[src/rtl/core_arbiter.sv]
// Shares one pipelined Wishbone master between the instruction and data ports (CORE_ARBITER_RR_EN: round-robin, else data priority).
// Latency: req->stb/gnt and ack/err->rvalid are combinational; owner FIFO, count and last owner update at the clock edge.
// Backpressure: wb_stall or a full owner FIFO holds both gnt low; an ungranted requester keeps req high until granted.
module core_arbiter #(
    parameter int PENDING = 16
) (
    input  logic        clk,
    input  logic        rst,
    input  logic        instr_req,
    output logic        instr_gnt,
    output logic        instr_rvalid,
    output logic        instr_err,
    input  logic [31:0] instr_addr,
    input  logic        instr_we,
    input  logic [3:0]  instr_be,
    input  logic [31:0] instr_wdata,
    output logic [31:0] instr_rdata,
    input  logic        data_req,
    output logic        data_gnt,
    output logic        data_rvalid,
    output logic        data_err,
    input  logic [31:0] data_addr,
    input  logic        data_we,
    input  logic [3:0]  data_be,
    input  logic [31:0] data_wdata,
    output logic [31:0] data_rdata,
    output logic        wb_cyc,
    output logic        wb_stb,
    output logic        wb_we,
    output logic [31:0] wb_adr,
    output logic [3:0]  wb_sel,
    output logic [31:0] wb_dat_o,
    input  logic [31:0] wb_dat_i,
    input  logic        wb_ack,
    input  logic        wb_err,
    input  logic        wb_stall
);
    localparam int PW = $clog2(PENDING);
    localparam logic [PW:0] DEPTH = (PW+1)'(PENDING);

    logic [PENDING-1:0] owner_q;
    logic [PW-1:0]      wptr;
    logic [PW-1:0]      rptr;
    logic [PW:0]        count;
    logic               full;
    logic               busy;
    logic               sel_data;
    logic               accept;
    logic               resp;
    logic               owner;

    assign full = (count == DEPTH);
    assign busy = (count != '0);

`ifdef CORE_ARBITER_RR_EN
    logic last;
    // On contention the port that did not win the previous acceptance goes first.
    assign sel_data = data_req & (~instr_req | ~last);
`else
    assign sel_data = data_req;
`endif

    assign wb_stb   = (instr_req | data_req) & ~full;
    assign accept   = wb_stb & ~wb_stall;
    assign wb_cyc   = wb_stb | busy;
    assign wb_adr   = sel_data ? data_addr  : instr_addr;
    assign wb_we    = sel_data ? data_we    : instr_we;
    assign wb_dat_o = sel_data ? data_wdata : instr_wdata;
    assign wb_sel   = wb_we ? (sel_data ? data_be : instr_be) : 4'hF;

    assign instr_gnt = accept & ~sel_data;
    assign data_gnt  = accept & sel_data;

    // Responses with nothing outstanding (e.g. stale acks after reset) are dropped here.
    assign owner        = owner_q[rptr];
    assign resp         = wb_cyc & (wb_ack | wb_err) & busy;
    assign instr_rvalid = resp & ~owner;
    assign data_rvalid  = resp & owner;
    assign instr_err    = instr_rvalid & wb_err;
    assign data_err     = data_rvalid & wb_err;
    assign instr_rdata  = wb_dat_i;
    assign data_rdata   = wb_dat_i;

    always_ff @(posedge clk) begin
        if (rst) begin
            wptr  <= '0;
            rptr  <= '0;
            count <= '0;
`ifdef CORE_ARBITER_RR_EN
            last  <= 1'b0;
`endif
        end else begin
            if (accept) begin
                owner_q[wptr] <= sel_data;
                wptr          <= wptr + PW'(1);
`ifdef CORE_ARBITER_RR_EN
                last          <= sel_data;
`endif
            end
            if (resp) begin
                rptr <= rptr + PW'(1);
            end
            if (accept & ~resp) begin
                count <= count + (PW+1)'(1);
            end else if (~accept & resp) begin
                count <= count - (PW+1)'(1);
            end
        end
    end
endmodule

[config.mk]
export PLATFORM = sky130hd
export DESIGN_NAME = core_arbiter
export DESIGN_NICKNAME = d
export VERILOG_FILES = /design/src/rtl/core_arbiter.sv
export SDC_FILE = /design/constraint.sdc
export NUM_CORES = 1
export LEC_CHECK = 0
export ABC_AREA = 1
export CAP_MARGIN = 10
export CORE_AREA = 2 2 124 126
export CTS_CLUSTER_DIAMETER = 50
export DETAILED_ROUTE_END_ITERATION = 16
export DIE_AREA = 0 0 126 128
export GPL_TIMING_DRIVEN = 0
export HOLD_SLACK_MARGIN = 0.12
export PLACE_DENSITY = 0.68
export SETUP_SLACK_MARGIN = 0.15
export SYNTH_ARGS = -nofsm -noshare
export SYNTH_HDL_FRONTEND = slang
export SYNTH_SLANG_ARGS = --single-unit
[constraint.sdc]
create_clock -name clk -period 3.5 [get_ports clk]
set_clock_uncertainty 0.15 [all_clocks]
set_input_delay 0.525 -clock clk [delete_from_list [all_inputs] [get_ports clk]]
set_output_delay 0.525 -clock clk [all_outputs]
set_load 0.02 [all_outputs]
==> metrics <==
status completed; RSZ-0062 raised after global routing false; Worst-Margin Slew 0.5584 ns; Commonest cells post-synth 244 x nand2_1, 65 x buf_4, 38 x inv_1; area leader, netlist nand2_1; Final Util 41.79%; initial antenna violation count 0; max_cap viols 0; post-route ant nets 0; worst min path class flop to flop; routability cong. 0.8386; H-Tree Depth 2; element type at the critical path start input pin; Power Density 337.3 nW/um^2; worst-path fanout max 17; syn avg cell area 6.035 sq um; Slew Viols, Final 0; hold slack 0.3335 ns; WP data arrival 2.50 ns; Root Driver clkbuf_16; Pre-antenna DRT Iters 4; Synth Cell Area 2969 sq um; ANT cells 0; Fmax 0.3154 GHz; Post-synth ARST share 0%; xor/xnor share of the synthesized area 1.475%; largest net degree at the start of global routing 18; Post-synth EDFFs 16; Ports 318; TritonCTS Buffers 5; Syn Inst Count 492; CTS sink cnt 29; post-detailed-route DRC marker count 0; Reg clk slew, reported paths 0.05 ns; Worst Path Required 2.82 ns; Netlist cell types 26; starting density of the core 19.97%; post-synth top area share 30.85%; worst vdd ir 0.2074 mV; synth warn 0; clock insertion delay at the later pin of the skew report 0.27 ns; mux share of post-synthesis cell area 0%; Seq/Total Area, Yosys 24.95%; Avg WL per Cell 12.47 microns; site row count 45; die area 16130 sq um; Die W 126 microns; simple-gate area share of the yosys netlist 41.17%; TritonCTS clock tree done; share of layout cells above drive strength 1 11.61%; main combinational cell family by area after synthesis simple AND/OR/NAND/NOR gates; Adder-Cell Fraction of Synth Area 4.467%; Syn Nets 679; Post-synth top flop edfxtp_1; placed cells 964; final wirelength 12120 microns; post-route clock period utilization 90.59%; total core area 14860 sq um; initial DRC count 110; GRT overflow 0; most instantiated library cell after synthesis nand2_1; vias in the first global route 3582; die height 128 microns; largest cells by area after synthesis nand2_1 31%, buf_4 16%, edfxtp_1 16%; # fillers 1562; Fin. Hold Viols 0; Power, Total 2.095 mW; Longest Clk Path Bufs 2; CP endpoint kind output pin; compound-cell area share of the yosys netlist 4.046%; DPL Wire Length 10580 microns; Non-Filler Instances 972; via count 3795; Slew Limit Headroom 62.77%; # port buffers 284; P_leak 2.881 nW; Yosys reg bits 29; fin crit period 3.171 ns; Layout area overhead 109.2%; WS Path Type input pin to output pin; Net count, final 970; Total GRT Usage 13.97%; final setup fails 0; first-pass GRT wire length 18060 microns; vias per cell 3.904; postcts setup bufs 0
-- per-layer routing --
layer | share of wire (%) | track usage [%] | routed length, microns
met1 | 35 | 14.46 | 4287
met2 | 53 | 26.91 | 6480
met3 | 10 | 5.342 | 1263
met4 | 0.70 | 2.521 | 85
met5 | 0 | 0 | 0
-- logic make-up after synthesis --
| logic type | Yosys count |
|---|---|
| buffers and inverters | 121 |
| adders and majority gates | 10 |
| DFF | 29 |
| and+or+nand+nor | 304 |
| AOI/OAI and AO/OA | 23 |
| xor gates and xnor gates | 5 |
-- registers in the layout, indices dropped and copies added (netlist names) --
| name | cells |
|---|---|
| rptr | 4 |
| owner_q | 16 |
| wptr | 4 |
| count | 5 |
-- power breakdown --
part	internal, mW	switching [mW]	total [mW]
clock network	0.332	0.142	0.474
logic	0.586	0.595	1.18
registers	0.401	0.0382	0.439
total	1.32	0.775	2.10
-- through the flow --
stage	worst slack (ns)	setup TNS (ns)	cell area [sq um]
after global placement	-0.2747	-5.620	6047
after floorplan	1.051	0	2969
after global routing	0.1544	0	6212
after detailed placement	-0.2562	-5.781	6047
after CTS	0.1999	0	6211
final	0.3293	0	6212
-- cells in the final DEF, fill, tap and decap left out --
| cell | count |
|---|---|
| clkbuf_2 | 1 |
| ha_1 | 9 |
| buf_2 | 7 |
| buf_4 | 65 |
| clkdlybuf4s15_2 | 1 |
| nand4_1 | 2 |
| nor3_1 | 2 |
| or2_4 | 1 |
| nand3_1 | 20 |
| clkdlybuf4s50_1 | 283 |
| nand2_1 | 244 |
| or2_2 | 2 |
| inv_4 | 1 |
| clkinv_1 | 1 |
| o21ai_0 | 9 |
| nor2_1 | 27 |
| inv_2 | 1 |
| nor2_4 | 1 |
| nand2_2 | 3 |
| o21bai_1 | 2 |
| clkbuf_16 | 5 |
| xor2_1 | 3 |
| dfxtp_1 | 13 |
| nand2_4 | 1 |
| clkbuf_1 | 9 |
| a21oi_1 | 12 |
| edfxtp_1 | 16 |
| fa_1 | 1 |
| nor2_8 | 1 |
| bufinv_16 | 1 |
| inv_1 | 38 |
| xnor2_1 | 2 |
-- area by class of cell --
| cell class | instances | area, sq um | area share (%) |
|---|---|---|---|
| Multi-Input combinational cell | 342 | 1519 | 24.45 |
| Inverter | 40 | 152.6 | 2.457 |
| Clock buffer | 6 | 128.9 | 2.075 |
| Buffer | 81 | 558.0 | 8.983 |
| Clock inverter | 2 | 33.78 | 0.5438 |
| Tap cell | 188 | 235.2 | 3.787 |
| Sequential cell | 29 | 740.7 | 11.92 |
| Timing Repair Buffer | 284 | 2844 | 45.78 |
-- worst max-delay path: stages --
cell	delay, ns
clkdlybuf4s15_2	0.31
buf_4	0.24
inv_1	0.09
buf_2	0.25
buf_2	0.26
nand2_1	0.09
nand2_1	0.07
clkdlybuf4s50_1	0.66
-- what timing repair did --
action                                  in CTS  in global routing
hold buffers                                 0                  0
endpoints found under the setup margin      71                 10
resized for setup                            3                  2
-- worst paths after layout --
check             cells past startpoint  slack, ns  startpoint         end
setup / recovery                      8       0.33    data_req  wb_adr[28]
hold / removal                        2       0.33     rptr[3]     rptr[3]
setup reg to reg                     13       1.08    count[0]    count[4]
hold reg to reg                       2       0.33     rptr[3]     rptr[3]
(Power assumes the default switching activity.)
